===== config.mk =====
export PLATFORM = sky130hd
export DESIGN_NAME = branch_cmp_seq
export DESIGN_NICKNAME = d
export VERILOG_FILES = /design/src/rtl/branch_cmp_seq.sv
export SDC_FILE = /design/constraint.sdc
export NUM_CORES = 1
export LEC_CHECK = 0
export CORE_ASPECT_RATIO = 0.8
export CORE_MARGIN = 4
export CORE_UTILIZATION = 43
export DETAILED_ROUTE_END_ITERATION = 12
export PLACE_DENSITY = 0.66
export SYNTH_ARGS = -nofsm -noshare
export SYNTH_HDL_FRONTEND = slang
export SYNTH_SLANG_ARGS = --single-unit

===== constraint.sdc =====
create_clock -name CLK -period 4.75 [get_ports CLK]
set_input_delay 0.7125 -clock CLK [delete_from_list [all_inputs] [get_ports CLK]]
set_output_delay 0.7125 -clock CLK [all_outputs]
set_load 0.05 [all_outputs]

===== src/rtl/branch_cmp_seq.sv =====
// Slice-serial branch comparator: scans operands MSB slice first, stopping at the
// first differing slice, and registers eq/lt/ltu plus the funct3-decoded branch decision.

module branch_cmp_slice #(
    parameter int CHUNK    = 8,
    parameter bit SIGN_FIX = 1'b0
) (
    input  logic [CHUNK-1:0] a,
    input  logic [CHUNK-1:0] b,
    output logic             diff,
    output logic             lt,
    output logic             ltu
);
    // Flipping the top bit turns a two's-complement compare into an unsigned one.
    localparam logic [CHUNK-1:0] SMASK = SIGN_FIX ? (CHUNK'(1) << (CHUNK-1)) : '0;

    assign diff = (a != b);
    assign ltu  = (a < b);
    assign lt   = ((a ^ SMASK) < (b ^ SMASK));
endmodule

module branch_cmp_seq #(
    parameter int WIDTH = 32,
    parameter int CHUNK = 8
) (
    input  logic             CLK,
    input  logic             RST,
    input  logic             start,
    input  logic             flush,
    input  logic [WIDTH-1:0] rs1,
    input  logic [WIDTH-1:0] rs2,
    input  logic [2:0]       funct3,
    output logic             busy,
    output logic             done,
    output logic             br_eq,
    output logic             br_lt,
    output logic             br_ltu,
    output logic             br_taken
);
    localparam int NCH = WIDTH / CHUNK;
    localparam int IW  = (NCH > 1) ? $clog2(NCH) : 1;

    generate
        if (CHUNK < 1 || (WIDTH % CHUNK) != 0) begin : g_bad_param
            $error("branch_cmp_seq: WIDTH must be a positive multiple of CHUNK");
        end
    endgenerate

    typedef enum logic {IDLE, SCAN} state_t;

    typedef struct packed {
        logic [NCH-1:0][CHUNK-1:0] a;
        logic [NCH-1:0][CHUNK-1:0] b;
        logic [2:0]                f3;
    } req_t;

    state_t         state;
    req_t           req;
    logic [IW-1:0]  idx;
    logic [NCH-1:0] sl_diff, sl_lt, sl_ltu;
    logic           cur_diff, cur_lt, cur_ltu;

    genvar g;
    generate
        for (g = 0; g < NCH; g++) begin : g_slice
            branch_cmp_slice #(
                .CHUNK   (CHUNK),
                .SIGN_FIX(g == NCH-1)
            ) u_slice (
                .a   (req.a[g]),
                .b   (req.b[g]),
                .diff(sl_diff[g]),
                .lt  (sl_lt[g]),
                .ltu (sl_ltu[g])
            );
        end
    endgenerate

    always_comb begin
        cur_diff = sl_diff[idx];
        cur_lt   = sl_lt[idx];
        cur_ltu  = sl_ltu[idx];
    end

    function automatic logic taken_of(input logic [2:0] f3, input logic eq,
                                      input logic lt, input logic ltu);
        logic t;
        case (f3)
            3'b000:  t = eq;
            3'b001:  t = !eq;
            3'b100:  t = lt;
            3'b101:  t = !lt;
            3'b110:  t = ltu;
            3'b111:  t = !ltu;
            default: t = 1'b0;
        endcase
        return t;
    endfunction

    always_ff @(posedge CLK or posedge RST) begin
        if (RST) begin
            state    <= IDLE;
            req      <= '0;
            idx      <= '0;
            busy     <= 1'b0;
            done     <= 1'b0;
            br_eq    <= 1'b0;
            br_lt    <= 1'b0;
            br_ltu   <= 1'b0;
            br_taken <= 1'b0;
        end else begin
            done <= 1'b0;
            case (state)
                IDLE: begin
                    if (start) begin
                        req.a  <= rs1;
                        req.b  <= rs2;
                        req.f3 <= funct3;
                        idx    <= IW'(NCH-1);
                        busy   <= 1'b1;
                        state  <= SCAN;
                    end
                end
                SCAN: begin
                    // Abort wins over a completion landing on the same edge.
                    if (flush) begin
                        busy  <= 1'b0;
                        state <= IDLE;
                    end else if (cur_diff) begin
                        br_eq    <= 1'b0;
                        br_lt    <= cur_lt;
                        br_ltu   <= cur_ltu;
                        br_taken <= taken_of(req.f3, 1'b0, cur_lt, cur_ltu);
                        done     <= 1'b1;
                        busy     <= 1'b0;
                        state    <= IDLE;
                    end else if (idx == '0) begin
                        br_eq    <= 1'b1;
                        br_lt    <= 1'b0;
                        br_ltu   <= 1'b0;
                        br_taken <= taken_of(req.f3, 1'b1, 1'b0, 1'b0);
                        done     <= 1'b1;
                        busy     <= 1'b0;
                        state    <= IDLE;
                    end else begin
                        idx <= idx - 1'b1;
                    end
                end
                default: state <= IDLE;
            endcase
        end
    end
endmodule


Yosys cells after proc, flatten, opt, wreduce, memory -nomap -nowiden:

Cells that the tools add are included.

* equal/unequal tests: 14
* reduce and logical (&&, ||, !) cells: 10
* multiply operators: 0
* order comparisons: 6
* add/sub/neg operators: 1
* mux-type cells: 33
* shifts and indexed selects: 0
* bitwise logic cells: 4
* div/mod/pow operators: 0

Operators with widths (number)
* < comparator 8 bit: 5
* inequality test 8 bit: 4
* 2-to-1 mux 1 bit: 22
* == test 3 bit (second input constant): 4
* 2-to-1 mux 2 bit: 4
* inequality test 2 bit (second input constant): 4
* binary-select mux 1 bit (select 2 bit): 3
* one-hot mux 1 bit (5 select lines): 1
* inequality test 4 x 2 -> 1 bit (second input constant): 1
* inverter 1 bit: 4
* one-hot mux 1 bit (2 select lines): 2
* one-hot mux 2 bit (2 select lines): 1
* AND reduction 2 bit: 2
* AND reduction 4 bit: 1
* == test 3 x 1 -> 1 bit (second input constant): 1
* logical NOT 3 bit: 1
* < comparator 2 x 3 -> 1 bit (second input constant): 1
* AND reduction 3 bit: 1
* OR reduction 3 bit: 1
* logical NOT 1 bit: 2
* logical NOT 2 bit: 1
* nonzero test 2 bit: 1
* subtractor 2 x 1 -> 2 bit (second input constant): 1

* bits in writable memories: 0
* register bits after elaboration: 76
* bits of input ports: 71
* word-level logic and storage cells: 85
* bits in read-only memories: 0
* output and inout bits: 6
* memories kept: 0
* latch bits: 0

Longest topological paths before layout:

* word-level depth: 7
* gate-level depth with buffers: 11
* depth with buffers taken out: 10

Cells and area by module:

A second synthesis with hierarchy kept.

* cell total of the unflattened synthesis: 313
* area, all modules: 3902.5 um^2

Modules (own cells, without submodules)
* branch_cmp_seq: sequential area each 1901.8 um^2, area an instance 3016.6 um^2, times used 1, cells an instance 197
* branch_cmp_slice (g_slice[0].u_slice ...): sequential area each 0.0 um^2, area an instance 220.2 um^2, times used 3, cells an instance 28
* branch_cmp_slice (g_slice[3].u_slice): sequential area each 0.0 um^2, area an instance 225.2 um^2, times used 1, cells an instance 32

Least setup slack after synthesis:

No wires, ideal clock.

* kind: register -> register
* start: register req[41] (netlist name)
* end: register br_taken
* library setup time: 0.132 ns
* period minus slack after synthesis: 1.982 ns
* path buffers: 0
* required time: 4.618 ns
* arrival: 1.849 ns
* path slack: 2.768 ns
* cell stages (with the launch flop): 10
* cell sequence: dfrtp_1 -> ha_1 -> a21oi_1 -> nand2_1 -> a211o_1 -> o22ai_1 -> o21ai_1 -> a32o_1 -> a31oi_1 -> o211ai_1

* cells in the longest elaborated chain, start to end: 6
* elaborated cells on any way between the ends: 14
* those cells by class: order compare: 1; eq/ne: 1; mux: 8; reduce/logical: 4

RTL lines
* < comparator 8 bit: RTL line 18, 19
* binary-select mux 1 bit (select 2 bit) (on tied branches): RTL line 82, 81
* 2-to-1 mux 1 bit (on tied branches): RTL line 82, 81
* logical NOT 1 bit (on tied branches): RTL line 94, 92
* one-hot mux 1 bit (5 select lines): RTL line 88 `case (f3)`
* 2-to-1 mux 1 bit: RTL line 129 `end else if (cur_diff) begin`
* to (signal assigned): RTL line 133 `br_taken <= taken_of(req.f3, 1'b0, cur_lt, cur_ltu);`
* to (signal assigned): RTL line 141 `br_taken <= taken_of(req.f3, 1'b1, 1'b0, 1'b0);`
* to (decl): RTL line 38 `output logic br_taken`

Parallel ways exist; a longest one is shown, timed or not. The select of a mux whose other input is x is not followed.
A chain may end at the register's enable or synchronous reset.

Worst setup path in the final report:

* start: input start
* end: register req[47] (netlist name)

* cells in the longest elaborated chain, start to end: 1

RTL lines
* from (decl): RTL line 28 `input logic start,`
* AND reduction 2 bit (no line)

No other way between the ends.

==> qor.txt <==
Mapped Nets: 450
Cell Rows: 29
Vias per cell: 4.899
Die area: 10160 µm²
Post-synth top area cell: dfrtp_1
Hold depth: 1
Most used flip-flop cell after synthesis: dfrtp_1
Synth unique cells: 36
Initial Util: 0.4529
Post-cts resize count: 0
IO Pins: 77
CTS max path bufs: 2
Via count: 2611
Maximum vdd drop: 0.1518 mV
Internal power: 0.001253 W
Switch share: 0.2959
Port Buffers: 76
Clk_lat worst skew: 0.34 ns
Post-synthesis register bit count: 76
Tightest Pin Transition: 0.8155 ns
Leakage: 2.143 nW
Register area share after synthesis: 0.5144
Global-route wire length before repair: 13.34 mm
GRT overflow: 0
Max Cap Violations: 0
Final worst path period share: 0.5033
Share of layout cells above drive strength 1: 0.1318
Average routed wire per standard cell: 14.10 µm
Pin count of the biggest net entering global routing: 70
Residual DRC: 0
Synth top area cells: dfrtp_1 (51%), ha_1 (12%), mux2_2 (9.7%), o21ai_0 (5.1%), inv_1 (4.2%)
CP Capture Type: flop
Final HPWL DP: 5.591 mm
Ant. Diodes: 0
Layout Area Growth over Synthesis: 28.83%
Setup bufs post-CTS: 0
Max-slew violation count: 0
Final Hold Viols: 0
Final min period: 2.391 ns
Critical path required time: 4.97 ns
Reg2Reg Launch Point: req[41]
FMAX: 418.3 MHz
Clk network pwr share: 0.280
Status: finished, final reports clean
PnR Total Power: 0.001779 W
Worst Skew: 0.005940 ns
Worst R2R Setup Slack: 2.47 ns
Final GP Congestion: 0.7804
Num CTS Buffers: 9
First-pass DRT Iterations: 4
Post-synthesis cell count: 345
CTS tree: built
Fraction of registers with async set/reset: 1.000
Worst R2R End: br_taken
Critical-path maximum fanout: 69
RSZ-0062 raised after global routing: no
CP arrival: 2.61 ns
Pwr Density: 373.6 nW/µm²
Sum Neg Setup Slack: 0 ns
Clock Sinks: 76
End of the worst hold path: br_eq
Slew HR: 0.4552
DRT antenna net count: 0
Combinational share of power: 0.270
Core outline area: 8164 µm²
Initial antenna violation count: 0
Yosys top cell area share: 0.5144
Netlist Area Pre-Place: 3697 µm²
Reg2reg path depth: 9
Hold_buf cts: 0
Root Buffer: clkbuf_8
Final setup vio count: 0
Final WL: 7.513 mm
H-tree Lvls: 3
Psw: 0.0005266 W
HP Class: reg -> reg
Most common cell in the netlist: dfrtp_1
Gr usage total: 0.1613
Flop pwr share: 0.451
Min-delay src: br_eq
Chip Width: 111.7 µm
Synthesized area per cell: 10.72 µm²
Vias in the first global route: 2792
Initial DRC Count: 116
CP Launch Type: primary input
WS Path Type: in -> reg
Die height: 90.94 µm
Synth Warn #: 0
Synth top cells by count: dfrtp_1 (76), inv_1 (41), nand2_1 (39)
# nets final: 525
EDFF count, synth: 0
Register clock-pin slew on the reported worst setup and hold paths: 0.08 ns
[final cells by class]
class	instances	area [µm²]
fill	753	3401
inverter	41	153.9
multi-input combinational	214	1582
sequential	76	1902
timing repair buffer	78	788.3
clock inverter	4	47.55
tap	108	135.1
clock buffer	12	155.1
[power groups by stage]
stage	Combinational, W	Clock, W	Sequential [W]
3_3_place_gp	0.000471	0	0.000811
3_5_place_dp	0.000483	0	0.000816
5_1_grt	0.000548	0.000538	0.000817
4_1_cts	0.000487	0.000515	0.000804
2_1_floorplan	0.000277	0	0.000851
6_report	0.000480	0.000497	0.000802
[worst max path at each step]
stage               start  endpoint  slack [ns]  cells past startpoint
floorplan             RST     br_eq        2.10                      1
global placement    start   req[64]        1.99                      4
detailed placement  start   req[47]        1.98                      4
CTS                 start   req[47]        2.35                      4
global route        start   req[47]        2.24                      4
finish              start   req[47]        2.36                      4
[layout by cell type (no fill, tap or decap), drive strengths merged, types with 2 or more instances in the layout]
cell and n:
mux2i 2, nand4 8, o22ai 3, a21o 2, a211oi 3, nor2 4
inv 41, clkinv 2, a21oi 13, buf 2, nor2b 7, mux2 32
nand2 39, clkbuf 12, ha 34, or3 2, clkdlybuf4s50 76, o21ai 41
o211ai 4, dfrtp 76, nand3 2, nor3 5
[routing by layer]
metal | global-route usage | part of all wire | vias up
li1 | - | - | 1332
met4 | 0.04559 | 0.011 | 0
met3 | 0.04718 | 0.051 | 10
met1 | 0.2227 | 0.48 | 1213
met2 | 0.2495 | 0.45 | 56
met5 | 0 | 0 | -
[per-stage QoR]
step	instances	hold slack [ns]	cell area [µm²]	setup slack [ns]	utilization
2_1_floorplan	345	0.4344	3697	2.099	-
3_3_place_gp	517	0.4785	4561	1.992	0.5586
3_5_place_dp	517	0.4909	4561	1.983	0.5586
4_1_cts	533	0.5080	4763	2.351	0.5834
5_1_grt	533	0.5361	4763	2.240	0.5834
6_report	533	0.5046	4763	2.359	0.5834
[critical path: stages]
cell and delay, ns:
clkdlybuf4s50_1 0.46, nor2b_4 0.68, buf_12 0.36, mux2_2 0.39
[state kept, by name, summed over array words and instances, names as in the netlist]
signal    count
br_eq         1
br_lt         1
br_ltu        1
br_taken      1
busy          1
done          1
idx           2
req          67
state         1
[cell families after synthesis]
group / synth area share
fa+ha+maj: 0.1151
buf+inv: 0.05990
flops: 0.5144
mux: 0.1029
simple gates: 0.09239
compound gates: 0.1154
(Power assumes the default switching activity.)
